## src/rtl/lsu_sram.sv

```systemverilog
// lsu_sram: converts EX-stage load/store requests into a handshaked SRAM-like
// bus (req/addr_ok/data_ok). It aligns byte lanes, extracts loads and flags
// misaligned accesses.
// Optional build macro LSU_PERF_CNT_EN adds load/store/stall counters.
//
// state | meaning
// IDLE  | no access outstanding, accepting a new op from EX
// REQ   | data_req asserted, waiting for addr_ok
// WAIT  | request accepted, waiting for data_ok to return the result
// DRAIN | access was flushed after acceptance, swallow its data_ok
module lsu_sram #(
  parameter int ADDR_W = 32,
  parameter int DATA_W = 32
) (
  input  logic              clk,
  input  logic              rst,
  input  logic              ex_ls_ena,
  input  logic [3:0]        ex_ls_sel,
  input  logic [ADDR_W-1:0] ex_addr,
  input  logic [31:0]       ex_wdata,
  input  logic              flush,
  output logic              lsu_stall,
  output logic [31:0]       mem_r_data,
  output logic              mem_r_valid,
  output logic              ls_adel,
  output logic              ls_ades,
  output logic [ADDR_W-1:0] ls_badvaddr,
  output logic              data_req,
  output logic              data_wr,
  output logic [1:0]        data_size,
  output logic [3:0]        data_wstrb,
  output logic [ADDR_W-1:0] data_addr,
  output logic [31:0]       data_wdata,
  input  logic              data_addr_ok,
  input  logic [31:0]       data_rdata,
`ifdef LSU_PERF_CNT_EN
  output logic [31:0]       perf_loads,
  output logic [31:0]       perf_stores,
  output logic [31:0]       perf_stall_cycles,
`endif
  input  logic              data_data_ok
);

  // Operation codes shared with the ID stage definitions.
  localparam logic [3:0] LS_SEL_LB  = 4'd0;
  localparam logic [3:0] LS_SEL_LBU = 4'd1;
  localparam logic [3:0] LS_SEL_LH  = 4'd2;
  localparam logic [3:0] LS_SEL_LHU = 4'd3;
  localparam logic [3:0] LS_SEL_LW  = 4'd4;
  localparam logic [3:0] LS_SEL_SB  = 4'd5;
  localparam logic [3:0] LS_SEL_SH  = 4'd6;
  localparam logic [3:0] LS_SEL_SW  = 4'd7;

  if (DATA_W != 32) begin : g_bad_data_w
    $error("lsu_sram: DATA_W must be 32");
  end
  if (ADDR_W < 3) begin : g_bad_addr_w
    $error("lsu_sram: ADDR_W must be at least 3");
  end

  typedef enum logic [1:0] {S_IDLE, S_REQ, S_WAIT, S_DRAIN} state_e;

  function automatic logic sel_known(input logic [3:0] s);
    return s <= LS_SEL_SW;
  endfunction

  function automatic logic sel_store(input logic [3:0] s);
    return (s == LS_SEL_SB) || (s == LS_SEL_SH) || (s == LS_SEL_SW);
  endfunction

  function automatic logic [1:0] sel_size(input logic [3:0] s);
    logic [1:0] sz;
    case (s)
      LS_SEL_LB, LS_SEL_LBU, LS_SEL_SB: sz = 2'd0;
      LS_SEL_LH, LS_SEL_LHU, LS_SEL_SH: sz = 2'd1;
      default:                          sz = 2'd2;
    endcase
    return sz;
  endfunction

  state_e            state_q, state_d;
  logic [3:0]        sel_q, sel_d;
  logic [ADDR_W-1:0] addr_q, addr_d;
  logic [31:0]       wdata_q, wdata_d;
  logic [31:0]       rdata_q, rdata_d;
  logic              rvalid_q, rvalid_d;
  logic              adel_q, adel_d;
  logic              ades_q, ades_d;
  logic [ADDR_W-1:0] badv_q, badv_d;

  logic       ex_go, ex_mis;
  logic [1:0] ex_size;
  logic [7:0] ld_byte;
  logic [15:0] ld_half;
  logic [31:0] ld_data;

  assign ex_go   = ex_ls_ena & sel_known(ex_ls_sel) & ~flush;
  assign ex_size = sel_size(ex_ls_sel);
  assign ex_mis  = ((ex_size == 2'd1) & ex_addr[0]) |
                   ((ex_size == 2'd2) & (ex_addr[1:0] != 2'b00));

  // Load extraction and extension from the returned word.
  always_comb begin
    ld_byte = data_rdata[{addr_q[1:0], 3'b000} +: 8];
    ld_half = addr_q[1] ? data_rdata[31:16] : data_rdata[15:0];
    case (sel_q)
      LS_SEL_LB:  ld_data = {{24{ld_byte[7]}}, ld_byte};
      LS_SEL_LBU: ld_data = {24'd0, ld_byte};
      LS_SEL_LH:  ld_data = {{16{ld_half[15]}}, ld_half};
      LS_SEL_LHU: ld_data = {16'd0, ld_half};
      default:    ld_data = data_rdata;
    endcase
  end

  // Bus request fields derived from the captured op.
  always_comb begin
    data_req   = (state_q == S_REQ);
    data_wr    = sel_store(sel_q);
    data_size  = sel_size(sel_q);
    data_addr  = addr_q;
    data_wstrb = 4'b0000;
    data_wdata = wdata_q;
    case (sel_q)
      LS_SEL_SB: begin
        data_wstrb = 4'b0001 << addr_q[1:0];
        data_wdata = {4{wdata_q[7:0]}};
      end
      LS_SEL_SH: begin
        data_wstrb = addr_q[1] ? 4'b1100 : 4'b0011;
        data_wdata = {2{wdata_q[15:0]}};
      end
      LS_SEL_SW: data_wstrb = 4'b1111;
      default: ;
    endcase
  end

  // Next-state, capture and result/exception pulse logic.
  always_comb begin
    state_d  = state_q;
    sel_d    = sel_q;
    addr_d   = addr_q;
    wdata_d  = wdata_q;
    rdata_d  = rdata_q;
    rvalid_d = 1'b0;
    adel_d   = 1'b0;
    ades_d   = 1'b0;
    badv_d   = badv_q;
    case (state_q)
      S_IDLE: begin
        if (ex_go) begin
          if (ex_mis) begin
            adel_d = ~sel_store(ex_ls_sel);
            ades_d = sel_store(ex_ls_sel);
            badv_d = ex_addr;
          end else begin
            sel_d   = ex_ls_sel;
            addr_d  = ex_addr;
            wdata_d = ex_wdata;
            state_d = S_REQ;
          end
        end
      end
      S_REQ: begin
        if (data_addr_ok) state_d = flush ? S_DRAIN : S_WAIT;
        else if (flush)   state_d = S_IDLE;
      end
      S_WAIT: begin
        // A flush coinciding with data_ok kills the result; the bus is already done.
        if (data_data_ok) begin
          state_d = S_IDLE;
          if (!flush) begin
            rvalid_d = 1'b1;
            rdata_d  = sel_store(sel_q) ? 32'd0 : ld_data;
          end
        end else if (flush) begin
          state_d = S_DRAIN;
        end
      end
      S_DRAIN: begin
        if (data_data_ok) state_d = S_IDLE;
      end
      default: state_d = S_IDLE;
    endcase
  end

  // Stall is combinational so the pipeline releases in the data_ok cycle.
  assign lsu_stall = ((state_q == S_IDLE) & ex_go & ~ex_mis) |
                     (state_q == S_REQ) |
                     ((state_q == S_WAIT) & ~data_data_ok) |
                     (state_q == S_DRAIN);

  // State and captured-request registers.
  always_ff @(posedge clk) begin
    if (rst) begin
      state_q  <= S_IDLE;
      sel_q    <= 4'd0;
      addr_q   <= '0;
      wdata_q  <= 32'd0;
      rdata_q  <= 32'd0;
      rvalid_q <= 1'b0;
      adel_q   <= 1'b0;
      ades_q   <= 1'b0;
      badv_q   <= '0;
    end else begin
      state_q  <= state_d;
      sel_q    <= sel_d;
      addr_q   <= addr_d;
      wdata_q  <= wdata_d;
      rdata_q  <= rdata_d;
      rvalid_q <= rvalid_d;
      adel_q   <= adel_d;
      ades_q   <= ades_d;
      badv_q   <= badv_d;
    end
  end

  assign mem_r_data  = rdata_q;
  assign mem_r_valid = rvalid_q;
  assign ls_adel     = adel_q;
  assign ls_ades     = ades_q;
  assign ls_badvaddr = badv_q;

`ifdef LSU_PERF_CNT_EN
  logic done_ok;
  assign done_ok = (state_q == S_WAIT) & data_data_ok & ~flush;

  // Free-running performance counters, wrapping at 2^32.
  always_ff @(posedge clk) begin
    if (rst) begin
      perf_loads        <= 32'd0;
      perf_stores       <= 32'd0;
      perf_stall_cycles <= 32'd0;
    end else begin
      if (done_ok & ~sel_store(sel_q)) perf_loads  <= perf_loads + 32'd1;
      if (done_ok &  sel_store(sel_q)) perf_stores <= perf_stores + 32'd1;
      if (lsu_stall) perf_stall_cycles <= perf_stall_cycles + 32'd1;
    end
  end
`endif

endmodule

```

## config.mk

```make
export PLATFORM = sky130hd
export DESIGN_NAME = lsu_sram
export DESIGN_NICKNAME = d
export VERILOG_FILES = /design/src/rtl/lsu_sram.sv
export SDC_FILE = /design/constraint.sdc
export NUM_CORES = 1
export LEC_CHECK = 0
export BUFFER_PORTS_ARGS = -buffer_cell sky130_fd_sc_hd__buf_4
export CORE_MARGIN = 2
export CORE_UTILIZATION = 35
export CTS_BUF_LIST = sky130_fd_sc_hd__clkbuf_4 sky130_fd_sc_hd__clkbuf_8
export DETAILED_ROUTE_END_ITERATION = 8
export SYNTH_ARGS = -nofsm -noshare
export SYNTH_HDL_FRONTEND = slang
export SYNTH_SLANG_ARGS = --single-unit
```

## constraint.sdc

```tcl
create_clock -name clk -period 2.9 [get_ports clk]
set_input_delay 0.725 -clock clk [delete_from_list [all_inputs] [get_ports clk]]
set_output_delay 0.725 -clock clk [all_outputs]
set_load 0.02 [all_outputs]
```

==> metrics.md, run 1 <==
| Metric | Value |
|---|---|
| I/O Buffers | `~250` |
| Crit path max-delay family | `buffers and inverters` |
| Core ar. | `0.0180 sq mm` |
| Routed WL per cell | `approximately 16 um` |
| Leading post-synthesis cells by cell area | `dfxtp_1 43%, mux2i_1 17%, nand2_1 12%, mux2_2 3.2%, a22o_1 2.0%` |
| Post-Syn Instances | `about 710` |
| Seq pwr share | `around half` |
| Ys Warns | `0` |
| Met1 GRT Util | `about a quarter` |
| Largest net degree at the start of global routing | `around 110` |
| Total Negative Setup Slacks | `0 ns` |
| Clk buf depth | `2` |
| Routed Antenna Nets | `0` |
| Yosys cell types | `54` |
| CP Capture Type | `output port` |
| Actual slew at the worst max-slew pin | `0.840 ns` |
| Crit path buf inv count | `3` |
| H-tree Lvls | `4` |
| Fmax | `363 MHz` |
| CTS tree | `built` |
| Placed cell count | `1147` |
| Tightest Hold Check Type | `register to register` |
| P_int | `roughly 0.0029 W` |
| Busiest grt layer | `met2` |
| Final Routed Wirelength | `~19000 um` |
| Syn_area_per_cell | `8.99 sq um` |
| Fillcell total | `between 1500 and 2000` |
| Critical Path Fanout Max | `18` |
| Reported leakage power | `~4.0 nW` |
| Met2 Track Usage GR | `roughly 30%` |
| Worst Hold Launch | `wdata_q[20]` |
| Mapped Area | `roughly 0.0064 sq mm` |
| Util after Layout | `about 49%` |
| Ant. Diodes | `0` |
| CTS root buf | `clkbuf_8` |
| Clk sinks | `between 100 and 150` |
| Crit path launch type | `register` |
| P per Cell Area | `between 400 and 500 mW/mm^2` |
| Synth top cells by count | `197 x nand2_1, 137 x dfxtp_1, 106 x mux2i_1, 32 x clkbuf_1, 23 x o21ai_0` |
| Critical path's slowest cell | `dfxtp_1` |
| Final std cells w/o fill | `roughly 1200` |
| Grt ovf | `0` |
| Nets | `between 1000 and 1500` |
| Number of synthesized register bits | `between 100 and 150` |
| Crit share post-route | `a little over nine tenths` |
| Post-synth top area share | `42.8%` |
| Sw Ratio | `between 20% and 30%` |
| Worst Setup Slack, final | `between 0.1 and 0.15 ns` |
| Crit-path cells | `buf_6 > inv_1 > and3_2 > a22oi_1 > nand2_1 > buf_4` |
| Initial antenna violation count | `0` |
| Reg clk slew, reported paths | `0.08 ns` |
| Starting Density | `35.7%` |
| Cell with the most instances after synthesis | `nand2_1` |
| Die area | `just under 0.02 sq mm` |
| First-pass GRT wire length | `30200 um` |
| Post-synth ARST share | `0%` |
| # setup viols final | `0` |
| Status | `completed` |
| Worst Skew | `0.0199 ns` |
| Origin of the critical flop-to-flop path | `data_addr[0]` |
| Max-cap violations | `0` |
| Fin. max-slew vios | `0` |
| Relative slew slack | `a little over two fifths` |
| Die X | `about 140 um` |
| Post-Place Setup Slack | `0.269 ns` |
| Vias in the first global route | `between 5000 and 6000` |
| Area grow syn2layout | `37.7%` |
| DR pass1 iterations | `4` |
| Routability cong. | `about 0.80` |
| 1st-iter DRT viols | `338` |
| Post-synth net total | `around 800` |
| Top-level I/O count | `approximately 250` |
| Tmin final | `approximately 2.8 ns` |
| DRC | `0` |
| Chip height | `between 100 and 150 um` |
| P_sw | `roughly 0.0011 W` |
| Setup crit start | `sel_q[1]` |
| Worst vdd ir | `0.266 mV` |
| Synth area leader | `dfxtp_1` |
| Row count | `49` |
| Unrepaired setup endpoints after global routing | `false` |
| Combinational Power Share | `around an eighth` |
| CP Class | `register to output port` |
| Final hold vios | `0` |
| Data arrival, critical path | `about 2.0 ns` |
| Critical path required time | `roughly 2.2 ns` |
| CP max stage delay | `approximately 0.45 ns` |
| Clk pwr share | `between 30% and 40%` |
| Seq/Total Area, Yosys | `a little over two fifths` |
| Vias post-DR | `5756` |
| Cts bufs inserted | `17` |
| Layout cells sized above 1 | `35.9%` |
| EDFF count, synth | `0` |
| Most used DFF post-synth | `dfxtp_1` |
| Worst-Skew Late Latency | `roughly 0.45 ns` |
| Vias per Instance | `4.88` |
| Post-detail-place hpwl | `between 10000 and 15000 um` |
| Met3 Track Usage GR | `6.88%` |
| Overall Global Routing Usage | `roughly a fifth` |
## sequential cells by signal, indices dropped and copies added, names as in the netlist
| register | cells |
|---|---|
| sel_q | 4 |
| data_addr | 32 |
| state_q | 2 |
| ls_adel | 1 |
| wdata_q | 32 |
| ls_badvaddr | 32 |
| mem_r_valid | 1 |
| mem_r_data | 32 |
| ls_ades | 1 |
## power groups by stage
stage          sequential (W)  clock, W  combinational (W)
3_5_place_dp          0.00199         0           0.000475
4_1_cts               0.00194   0.00158           0.000476
5_1_grt               0.00195   0.00167           0.000512
6_report              0.00194   0.00153           0.000472
3_3_place_gp          0.00199         0           0.000474
2_1_floorplan         0.00201         0           0.000222
## kinds of logic (layout without fill, tap and decap cells)
kind of cell | after synthesis | count (layout) | share of synthesized area (%)
buffers and inverters | 69 | 307 | 5.72
xor gates and xnor gates | 1 | 1 | 0.137
muxes | 125 | 125 | 20.1
and+or+nand+nor | 286 | 286 | 20.3
AOI/OAI and AO/OA | 95 | 95 | 11.0
DFF | 137 | 137 | 42.8
## layout make-up
class	count	area (sq um)	share of cell area (%)
Multi-Input combinational cell	507	3330	37.7
Sequential cell	137	2740	31.1
Timing Repair Buffer	267	2060	23.3
Tap cell	229	287	3.25
Clock buffer	20	263	2.98
Clock inverter	12	115	1.30
Inverter	8	32.5	0.369
## placed cells by master (no fill, tap or decap), types with 14 or more instances in the layout
| cell | instances |
|---|---|
| mux2i_1 | 106 |
| dfxtp_1 | 137 |
| a21oi_1 | 14 |
| buf_4 | 262 |
| mux2_2 | 18 |
| o21ai_0 | 23 |
| clkbuf_8 | 18 |
| a22o_1 | 15 |
| nor2_1 | 16 |
| nand2_1 | 197 |
| or3_1 | 14 |
| nand2b_1 | 16 |
## through the flow
step	hold slack (ns)	total power, W	instance area [sq um]
detailed placement	0.445	0.00246	8420
global placement	0.435	0.00246	8420
floorplan	0.431	0.00223	6410
finish	0.461	0.00394	8830
CTS	0.460	0.00400	8800
global route	0.477	0.00413	8830
## tightest hold or removal path, delay by kind of cell, from the launching register on
kind	cells	cell delay, ns
flip-flops	1	0.31
AND/OR/NAND/NOR	1	0.05
multiplexers	1	0.05
## path summary, 6_finish.rpt
path	cells past startpoint	to	slack, ns
setup reg to reg	5	mem_r_data[18]	0.71
hold / removal	2	wdata_q[20]	0.46
hold reg to reg	2	wdata_q[20]	0.46
setup / recovery	6	data_wdata[31]	0.15
## per-layer routing
metal	vias to the layer above	part of all wire (%)
li1	2888	-
met3	12	8.5
met5	-	0
met2	168	46
met1	2688	45
met4	0	0.89
## what timing repair did
action	CTS	global route
resized for setup	2	1
setup buffers	0	1
endpoints found under the setup margin	16	10
pin swaps	0	0
hold buffers	0	0
Power figures use the tool's default switching activity.
==> run 2: changes to the inputs <==
--- a/config.mk
+++ b/config.mk
@@ -10,6 +10,7 @@
 export CORE_UTILIZATION = 35
 export CTS_BUF_LIST = sky130_fd_sc_hd__clkbuf_4 sky130_fd_sc_hd__clkbuf_8
 export DETAILED_ROUTE_END_ITERATION = 8
+export RECOVER_POWER = 25
 export SYNTH_ARGS = -nofsm -noshare
 export SYNTH_HDL_FRONTEND = slang
 export SYNTH_SLANG_ARGS = --single-unit
==> metrics.md, run 2 (synthesis results as in run 1) <==
| Metric | Value |
|---|---|
| Final Routed Wirelength | `about 19000 um` |
| P_int | `between 0.002 and 0.003 W` |
| First-pass GRT wire length | `30200 um` |
| Cts-stage hold buffer count | `0` |
| CTS root buf | `clkbuf_8` |
| Overall Global Routing Usage | `around 19%` |
| Routed Antenna Nets | `0` |
| Post-detail-place hpwl | `approximately 14000 um` |
| Clk buf depth | `2` |
| Actual slew at the worst max-slew pin | `between 0.8 and 0.9 ns` |
| Seq pwr share | `about half` |
| Initial antenna violation count | `0` |
| DRC | `0` |
| Vias post-DR | `roughly 5800` |
| Fmax | `between 300 and 400 MHz` |
| Max-cap violations | `0` |
| H-tree Lvls | `4` |
| Fin. max-slew vios | `0` |
| Reg clk slew, reported paths | `about 0.08 ns` |
| Relative slew slack | `46.0%` |
| Chip height | `139 um` |
| Sw Ratio | `27.2%` |
| Vias in the first global route | `roughly 5500` |
| Worst-Skew Late Latency | `0.45 ns` |
| Commonest cells after routing, fill and taps aside | `197 x nand2_1, 196 x buf_4, 137 x dfxtp_1` |
| Core ar. | `0.0180 sq mm` |
| Ant. Diodes | `0` |
| Largest net degree at the start of global routing | `~110` |
| Row count | `roughly 50` |
| Routability cong. | `0.795` |
| Clk sinks | `about 140` |
| Tightest Hold Check Type | `register to register` |
| Top-level I/O count | `246` |
| Fillcell total | `about 1800` |
| Area grow syn2layout | `33.6%` |
| Footprint of the multi-input gates | `about 0.0033 sq mm` |
| Reported leakage power | `approximately 3.7 nW` |
| Final hold vios | `0` |
| Grt ovf | `0` |
| Clk pwr share | `about 39%` |
| Die area | `approximately 0.019 sq mm` |
| Combinational Power Share | `between 10 and 15%` |
| Post-Place Setup Slack | `between 0.2 and 0.3 ns` |
| Crit path launch type | `register` |
| P per Cell Area | `around 460 mW/mm^2` |
| Critical path required time | `~2.2 ns` |
| Unrepaired setup endpoints after global routing | `false` |
| Commonest non-fill, non-tap cell in the layout | `nand2_1` |
| Layout cells sized above 1 | `between 20% and 30%` |
| Status | `completed` |
| I/O Buffers | `245` |
| CTS tree | `built` |
| P_sw | `between 0.001 and 0.0015 W` |
| Worst Setup Slack, final | `0.152 ns` |
| Critical Path Fanout Max | `18` |
| CP Capture Type | `output port` |
| 1st-iter DRT viols | `approximately 340` |
| Reg area | `between 0.002 and 0.003 sq mm` |
| Nets | `around 1000` |
| Tmin final | `~2.7 ns` |
| Routed WL per cell | `between 15 and 20 um` |
| Worst Skew | `about 0.019 ns` |
| Total Negative Setup Slacks | `0 ns` |
| Worst vdd ir | `between 0.2 and 0.3 mV` |
| Crit share post-route | `a little over nine tenths` |
| CP Class | `register to output port` |
| Data arrival, critical path | `2.02 ns` |
| Cts bufs inserted | `17` |
| Vias per Instance | `4.90` |
| Final hold slack | `roughly 0.46 ns` |
| Die X | `about 140 um` |
| # setup viols final | `0` |
| Starting Density | `35.7%` |
| DR pass1 iterations | `4` |
## run 2: cell types whose count changed in the layout (fill, tap and decap cells not counted)
cell | before | now
nand4bb_1 | 1 | 2
buf_4 | 262 | 196
nand4bb_4 | 1 | 0
clkbuf_1 | 0 | 66
## run 2: worst paths after layout
path	start	endpoint	slack, ns	cells past startpoint
setup / recovery	sel_q[1]	data_wdata[31]	0.15	6
hold / removal	ls_badvaddr[3]	ls_badvaddr[3]	0.46	2
setup reg to reg	data_addr[1]	mem_r_data[12]	0.68	4
hold reg to reg	ls_badvaddr[3]	ls_badvaddr[3]	0.46	2
## run 2: power groups by stage
stage               sequential [W]  clock, W  combinational (W)
floorplan                  0.00201         0           0.000222
global placement           0.00199         0           0.000474
detailed placement         0.00199         0           0.000475
CTS                        0.00194   0.00158           0.000476
global route               0.00195   0.00167           0.000498
finish                     0.00194   0.00153           0.000458
## run 2: timing repair
| action | CTS | global route |
|---|---|---|
| buffers inserted | 0 | 1 |
| setup endpoints to repair | 16 | 10 |
| gates resized for setup | 2 | 1 |
## run 2: metal layers
layer  global-route usage, %  routed length, um  vias to the layer above
li1                        -                  -                     2896
met1                    25.4               8600                     2700
met2                    30.1               8680                      172
met3                    6.88               1540                       15
met4                    5.21                213                        0
met5                       0                  0                        -
## run 2: critical path, cell delays in order (launching register included)
cell and delay [ns]:
dfxtp_1 0.45, buf_6 0.21, inv_1 0.10, and3_2 0.30, a22oi_1 0.25, nand2_1 0.10
buf_4 0.17
## run 2: per-stage QoR
| stage | utilization (%) | instance area (sq um) | instances | power [W] |
|---|---|---|---|---|
| after floorplan | - | 6410 | 713 | 0.00223 |
| after global placement | 46.9 | 8420 | 1147 | 0.00246 |
| after detailed placement | 46.9 | 8420 | 1147 | 0.00246 |
| after CTS | 49.0 | 8800 | 1179 | 0.00400 |
| after global routing | 47.7 | 8560 | 1180 | 0.00412 |
| final | 47.7 | 8560 | 1180 | 0.00393 |
## run 2: layout make-up
cell class                      count  area share, %
Tap cell                          229           3.35
Timing Repair Buffer              267           21.1
Clock inverter                     12           1.34
Multi-Input combinational cell    507           38.7
Clock buffer                       20           3.07
Sequential cell                   137           32.0
Inverter                            8          0.380
